==> src/rtl/pc_next_pkg.sv <==
// Shared encodings for the next-PC unit: control-flow classes driven by the
// execute stage and the sequential PC increment.
package pc_next_pkg;

    localparam logic [3:0] BR_NONE = 4'd0;
    localparam logic [3:0] BR_JAL  = 4'd1;
    localparam logic [3:0] BR_JALR = 4'd2;
    localparam logic [3:0] BR_BEQ  = 4'd4;
    localparam logic [3:0] BR_BNE  = 4'd5;
    localparam logic [3:0] BR_BLT  = 4'd6;
    localparam logic [3:0] BR_BGE  = 4'd7;
    localparam logic [3:0] BR_BLTU = 4'd8;
    localparam logic [3:0] BR_BGEU = 4'd9;

    localparam int unsigned PC_INC = 32'd4;

endpackage

==> src/rtl/pc_next_unit_br_resolve.sv <==
// Combinational branch/jump resolution: decides whether the executing
// instruction redirects, computes its target and flags a misaligned target.
module br_resolve
    import pc_next_pkg::*;
#(
    parameter int unsigned XLEN       = 32,
    parameter int unsigned ALIGN_BITS = 2
) (
    input  logic            ex_valid_i,
    input  logic [3:0]      ex_br_op_i,
    input  logic            ex_zero_i,
    input  logic            ex_less_i,
    input  logic            ex_less_u_i,
    input  logic [XLEN-1:0] ex_pc_i,
    input  logic [XLEN-1:0] ex_imm_i,
    input  logic [XLEN-1:0] ex_rs1_i,
    output logic            redirect_o,
    output logic            misalign_o,
    output logic [XLEN-1:0] target_o
);

    logic            taken_s;
    logic            bad_align_s;
    logic [XLEN-1:0] jalr_sum_s;

    // Taken decision per control-flow class; unknown codes never redirect
    always_comb begin
        taken_s = 1'b0;
        case (ex_br_op_i)
            BR_JAL, BR_JALR: taken_s = 1'b1;
            BR_BEQ:          taken_s = ex_zero_i;
            BR_BNE:          taken_s = ~ex_zero_i;
            BR_BLT:          taken_s = ex_less_i;
            BR_BGE:          taken_s = ~ex_less_i;
            BR_BLTU:         taken_s = ex_less_u_i;
            BR_BGEU:         taken_s = ~ex_less_u_i;
            default:         taken_s = 1'b0;
        endcase
    end

    // Target address: register-relative with bit0 cleared for jalr, PC-relative otherwise
    always_comb begin
        jalr_sum_s = ex_rs1_i + ex_imm_i;
        if (ex_br_op_i == BR_JALR) begin
            target_o = {jalr_sum_s[XLEN-1:1], 1'b0};
        end else begin
            target_o = ex_pc_i + ex_imm_i;
        end
    end

    // Split a taken instruction into a clean redirect or an alignment fault
    always_comb begin
        bad_align_s = (target_o[ALIGN_BITS-1:0] != {ALIGN_BITS{1'b0}});
        if (ex_valid_i && taken_s) begin
            redirect_o = ~bad_align_s;
            misalign_o = bad_align_s;
        end else begin
            redirect_o = 1'b0;
            misalign_o = 1'b0;
        end
    end

endmodule

==> src/rtl/pc_next_unit.sv <==
// Next-PC generator and PC register. Arbitrates trap entry, mret and the
// execute-stage redirect against sequential fetch, and presents the PC to
// instruction fetch over a valid/ready handshake.
module pc_next_unit
    import pc_next_pkg::*;
#(
    parameter int unsigned XLEN       = 32,
    parameter logic [31:0] RESET_VEC  = 32'h8000_0000,
    parameter int unsigned ALIGN_BITS = 2,
    parameter int unsigned CNT_W      = 32
) (
    input  logic             clk_i,
    input  logic             rst_i,
    input  logic             ex_valid_i,
    input  logic [3:0]       ex_br_op_i,
    input  logic             ex_zero_i,
    input  logic             ex_less_i,
    input  logic             ex_less_u_i,
    input  logic [XLEN-1:0]  ex_pc_i,
    input  logic [XLEN-1:0]  ex_imm_i,
    input  logic [XLEN-1:0]  ex_rs1_i,
    input  logic             trap_req_i,
    input  logic [XLEN-1:0]  trap_vec_i,
    input  logic             mret_req_i,
    input  logic [XLEN-1:0]  mepc_i,
    output logic             if_valid_o,
    input  logic             if_ready_i,
    output logic [XLEN-1:0]  if_pc_o,
    output logic             flush_o,
    output logic             misalign_o,
    output logic [XLEN-1:0]  misalign_addr_o,
    output logic [CNT_W-1:0] taken_cnt_o
);

    localparam logic [XLEN-1:0] RESET_PC = XLEN'(RESET_VEC);
    localparam logic [XLEN-1:0] INC_PC   = XLEN'(PC_INC);

    logic             ex_redirect_s;
    logic             ex_misalign_s;
    logic [XLEN-1:0]  ex_target_s;
    logic             redirect_s;

    logic [XLEN-1:0]  pc_q,       pc_d;
    logic             valid_q,    valid_d;
    logic [CNT_W-1:0] cnt_q,      cnt_d;
    logic             mis_q,      mis_d;
    logic [XLEN-1:0]  mis_addr_q, mis_addr_d;

    br_resolve #(
        .XLEN       (XLEN),
        .ALIGN_BITS (ALIGN_BITS)
    ) u_br_resolve (
        .ex_valid_i  (ex_valid_i),
        .ex_br_op_i  (ex_br_op_i),
        .ex_zero_i   (ex_zero_i),
        .ex_less_i   (ex_less_i),
        .ex_less_u_i (ex_less_u_i),
        .ex_pc_i     (ex_pc_i),
        .ex_imm_i    (ex_imm_i),
        .ex_rs1_i    (ex_rs1_i),
        .redirect_o  (ex_redirect_s),
        .misalign_o  (ex_misalign_s),
        .target_o    (ex_target_s)
    );

    // Next-state selection: trap > mret > ex redirect > sequential fetch
    always_comb begin
        pc_d       = pc_q;
        valid_d    = 1'b1;
        cnt_d      = cnt_q;
        mis_d      = 1'b0;
        mis_addr_d = mis_addr_q;
        redirect_s = 1'b0;
        if (trap_req_i) begin
            redirect_s = 1'b1;
            pc_d       = trap_vec_i;
            cnt_d      = cnt_q + CNT_W'(1);
        end else if (mret_req_i) begin
            redirect_s = 1'b1;
            pc_d       = mepc_i;
            cnt_d      = cnt_q + CNT_W'(1);
        end else if (ex_redirect_s) begin
            redirect_s = 1'b1;
            pc_d       = ex_target_s;
            cnt_d      = cnt_q + CNT_W'(1);
        end else begin
            // A misaligned target never moves the PC; it is reported next cycle
            if (ex_misalign_s) begin
                mis_d      = 1'b1;
                mis_addr_d = ex_target_s;
            end else begin
                mis_d      = 1'b0;
                mis_addr_d = mis_addr_q;
            end
            if (valid_q && if_ready_i) begin
                pc_d = pc_q + INC_PC;
            end else begin
                pc_d = pc_q;
            end
        end
    end

    // PC, handshake, fault report and counter registers with synchronous reset
    always_ff @(posedge clk_i) begin
        if (rst_i) begin
            pc_q       <= RESET_PC;
            valid_q    <= 1'b0;
            cnt_q      <= {CNT_W{1'b0}};
            mis_q      <= 1'b0;
            mis_addr_q <= {XLEN{1'b0}};
        end else begin
            pc_q       <= pc_d;
            valid_q    <= valid_d;
            cnt_q      <= cnt_d;
            mis_q      <= mis_d;
            mis_addr_q <= mis_addr_d;
        end
    end

    // Flush is the only combinational output; reset suppresses any redirect
    assign flush_o         = redirect_s & ~rst_i;
    assign if_pc_o         = pc_q;
    assign if_valid_o      = valid_q;
    assign taken_cnt_o     = cnt_q;
    assign misalign_o      = mis_q;
    assign misalign_addr_o = mis_addr_q;

endmodule

==> config.mk <==
export PLATFORM = sky130hd
export DESIGN_NAME = pc_next_unit
export DESIGN_NICKNAME = d
export VERILOG_FILES = /design/src/rtl/pc_next_pkg.sv /design/src/rtl/pc_next_unit_br_resolve.sv /design/src/rtl/pc_next_unit.sv
export SDC_FILE = /design/constraint.sdc
export NUM_CORES = 1
export LEC_CHECK = 0
export BUFFER_PORTS_ARGS = -buffer_cell sky130_fd_sc_hd__buf_2
export CORE_ASPECT_RATIO = 0.8
export CORE_MARGIN = 1
export CORE_UTILIZATION = 50
export CTS_BUF_LIST = sky130_fd_sc_hd__clkbuf_16
export DETAILED_ROUTE_END_ITERATION = 12
export PLACE_DENSITY_LB_ADDON = 0.2
export SETUP_SLACK_MARGIN = 0.5
export SYNTH_ARGS = -nofsm -noshare
export SYNTH_HDL_FRONTEND = slang
export SYNTH_HIERARCHICAL = 1
export SYNTH_SLANG_ARGS = --single-unit
export TNS_END_PERCENT = 5
==> constraint.sdc <==
create_clock -name clk_i -period 4.46 [get_ports clk_i]
set_input_delay 0.446 -clock clk_i [delete_from_list [all_inputs] [get_ports clk_i]]
set_output_delay 0.446 -clock clk_i [all_outputs]
set_load 0.02 [all_outputs]
==> metrics.md <==
| Metric | Value |
|---|---|
| Status | finished clean |
| Post-Layout Cell Count | 1678 |
| Seq/Total Area, Yosys | 21.9% |
| CP arrival | 3.78 ns |
| R2r endpoint | if_pc_o[28] |
| Max VDD drop | 183 uV |
| Combinational share of power | 35.5% |
| RSZ-0062 raised after global routing | false |
| Residual DRC | 0 |
| Max-cap viol count | 0 |
| Area contributors post-synth | dfxtp_1, ha_1, nand2_1 |
| Sw frac | 36.0% |
| Adder-cell share of the synthesized area | 9.24% |
| Tot Pwr | 2.81 mW |
| #FFs+latches synth | 98 |
| CP endpoint kind | register |
| Core area | 17400 um2 |
| Total placed cells including tap cells | 1661 |
| Die W | 152 um |
| Initial antenna violation count | 2 |
| Main flop type after synthesis | dfxtp_1 |
| CTS Buf Count | 9 |
| CTS tree | built |
| Clock transition at path regs | 0.07 ns |
| Period utilisation layout | 79.6% |
| Setup ws final | 0.910 ns |
| Hold path depth | 3 |
| Detail Placement HPWL | 23900 um |
| Leakage power | 4.76 nW |
| Crit path from | ex_imm_i[0] |
| Clk_skew | 0.00848 ns |
| Share of layout cells above drive strength 1 | 22.5% |
| Hold endpoint | if_pc_o[0] |
| Pre-CTS WS | 0.596 ns |
| Hold Crit Class | input pin to register |
| Boundary Pins | 272 |
| Hold slack | 0.358 ns |
| Post-synth top area share | 21.9% |
| Post-synth top cells | nand2_1, a21oi_1, dfxtp_1 |
| Post-synth EDFFs | 0 |
| Worst slew margin | 23.8% |
| CP Class | input pin to register |
| Sequential power share | 34.5% |
| Die area | 18500 um2 |
| Final setup viols | 0 |
| Worst-Skew Late Latency | 0.35 ns |
| Post-Route WL | 30400 um |
| Pint | 1.80 mW |
| Final Max Tran Viols | 0 |
| Data required, critical path | 4.69 ns |
| Util after Layout | 61.5% |
| Pre-antenna DRT Iters | 5 |
| Worst Hold Launch | trap_vec_i[0] |
| Crit path launch type | input pin |
| CTS resizes | 0 |
| H-tree Lvls | 3 |
| R2R Setup Slk | 1.77 ns |
| Power Dens Cells | 262 nW/um2 |
| Post-DP Area | 10400 um2 |
| Iter 0 DRT Violations | 943 |
| Syn-to-layout area delta | 19.7% |
| Post-Synth XOR/XNOR Area | 9.09% |
| Post-route cell area | 10700 um2 |
| Largest net degree at the start of global routing | 56 |
| CTS Sinks | 98 |
| First-pass GRT wire length | 46900 um |
| CTS hold repair buffers | 0 |
| Reg-to-reg startpoint | if_pc_o[2] |
| Fmax | 282 MHz |
| Grt ovf | 0 |
| Most numerous cell in the Yosys netlist | nand2_1 |
| Clock power frac | 30.0% |
| Syn nets | 1464 |
| Initial core utilization | 51.4% |
| Setup TNS | 0 ns |
| Multiplexer share of the synthesized area | 1.56% |
| Leading area contributor after synthesis | dfxtp_1 |
| Synth cell types | 79 |
| Row cnt | 43 |
| Synth Area per Inst | 7.31 um2 |
| Per-cell routed wire length | 18.1 um |
| IO buf count | 271 |
| Worst-Margin Slew | 1.13 ns |
| Setup Fix Bufs, Post-CTS | 0 |
| Synth Warn # | 6 |
| Tmin final | 3.55 ns |
| R2R depth | 6 |
| Crit-path max FO | 5 |
| Final hold vios | 0 |
| RD Place Congestion | 0.927 |
| Detail Route Antenna Nets | 0 |
| NumNets Final | 1685 |
| Root Buffer | clkbuf_16 |
| Vias in the first global route | 8930 |
| Async set-reset flop share out of synthesis | 0% |
| Largest family of logic cells by synthesized area | compound AO/OA/AOI/OAI gates |
| Via density | 6.03 |
| Synth Area in Simple Gates | 26.1% |
| Vias | 10100 |
| NetSw | 1.01 mW |
| Post-Synthesis Cells | 1226 |
| Gr usage total | 32.4% |
| Die Ht | 122 um |
| Clock buffer depth | 2 |
| Netlist Area Pre-Place | 8960 um2 |
| Synth Area in Compound Gates | 28.0% |
layer usage:
| metal | routed length [um] | share of wire (%) | global-route usage, % | up-vias |
|---|---|---|---|---|
| met1 | 13500 | 45 | 45.0 | 4630 |
| met3 | 3110 | 10 | 7.23 | 47 |
| met2 | 13200 | 43 | 50.7 | 500 |
| met5 | 13 | 0.043 | 0 | - |
| li1 | - | - | - | 4933 |
| met4 | 519 | 1.7 | 7.36 | 2 |
state kept, by name, summed over array words and instances (netlist names):
name / flops
misalign_o: 1
if_pc_o: 32
if_valid_o: 1
misalign_addr_o: 32
taken_cnt_o: 32
power by group through the flow:
stage	Combinational (mW)	Sequential [mW]	Clock, mW
3_3_place_gp	0.979	0.985	0
6_report	0.997	0.969	0.845
3_5_place_dp	0.982	0.986	0
2_1_floorplan	0.636	1.01	0
4_1_cts	0.989	0.966	0.854
5_1_grt	1.09	0.973	0.888
worst max-delay path by stage:
| stage | end | slack, ns | depth (start not counted) |
|---|---|---|---|
| floorplan | taken_cnt_o[29] | 1.05 | 12 |
| detailed placement | if_pc_o[28] | 0.60 | 17 |
| CTS | if_pc_o[28] | 0.95 | 17 |
| global placement | if_pc_o[28] | 0.61 | 17 |
| global route | if_pc_o[26] | 0.61 | 16 |
| finish | if_pc_o[28] | 0.91 | 17 |
cell families after synthesis:
kind of cell,after synthesis
fa+ha+maj,65
mux,14
flops,98
xor+xnor,93
buf+inv,96
simple gates,480
compound gates,380
cell type report:
cell class	count	area, um2
diodes	1	2.50
clock buffers	9	225
clock inverters	7	92.6
fillers	1706	6710
inverters	25	93.8
multi-input cells	1032	6640
flip-flops and latches	98	1960
well taps	225	282
repair buffers	281	1430
cell usage in the layout (no fill, tap or decap), types with 4 or more instances in the layout:
master     count
o211ai_1      11
or3_1         10
or4_1          5
a211oi_1      10
ha_1          63
nand3_1       35
nor4_1        19
clkbuf_16      9
nor3_1        19
and3_1        18
nand2_1      182
dfxtp_1       98
o21ai_1        4
o31ai_1        5
buf_4         10
a21o_1        33
and2_1        11
o21ai_0       71
a31oi_1       18
nor2b_1        8
nand2b_1      17
buf_2        271
nand4_1       26
o21bai_1      10
mux2i_1       14
xor2_1        44
nor4b_1        4
o31a_1         5
o21a_1         7
and4_1        14
nor2_1        95
inv_1         26
o221ai_1      10
xnor2_1       49
o32ai_1        4
a21oi_1      132
a22oi_1        6
a21oi_2        4
o22ai_1        5
a2111oi_0      4
critical path, stage by stage:
cell and delay, ns:
buf_2 0.12, ha_1 0.22, fa_1 0.41, a21oi_1 0.28, o21ai_1 0.17, a41o_1 0.32, a31oi_4 0.26, o21ba_2 0.27
o21ai_0 0.10, o21ai_0 0.11, xor2_1 0.20, mux2i_1 0.13, nand2_1 0.08, o21ai_0 0.08, a22oi_1 0.19, nor2_1 0.06
a311o_1 0.33
Note: power is estimated with default switching activity, not from simulation.
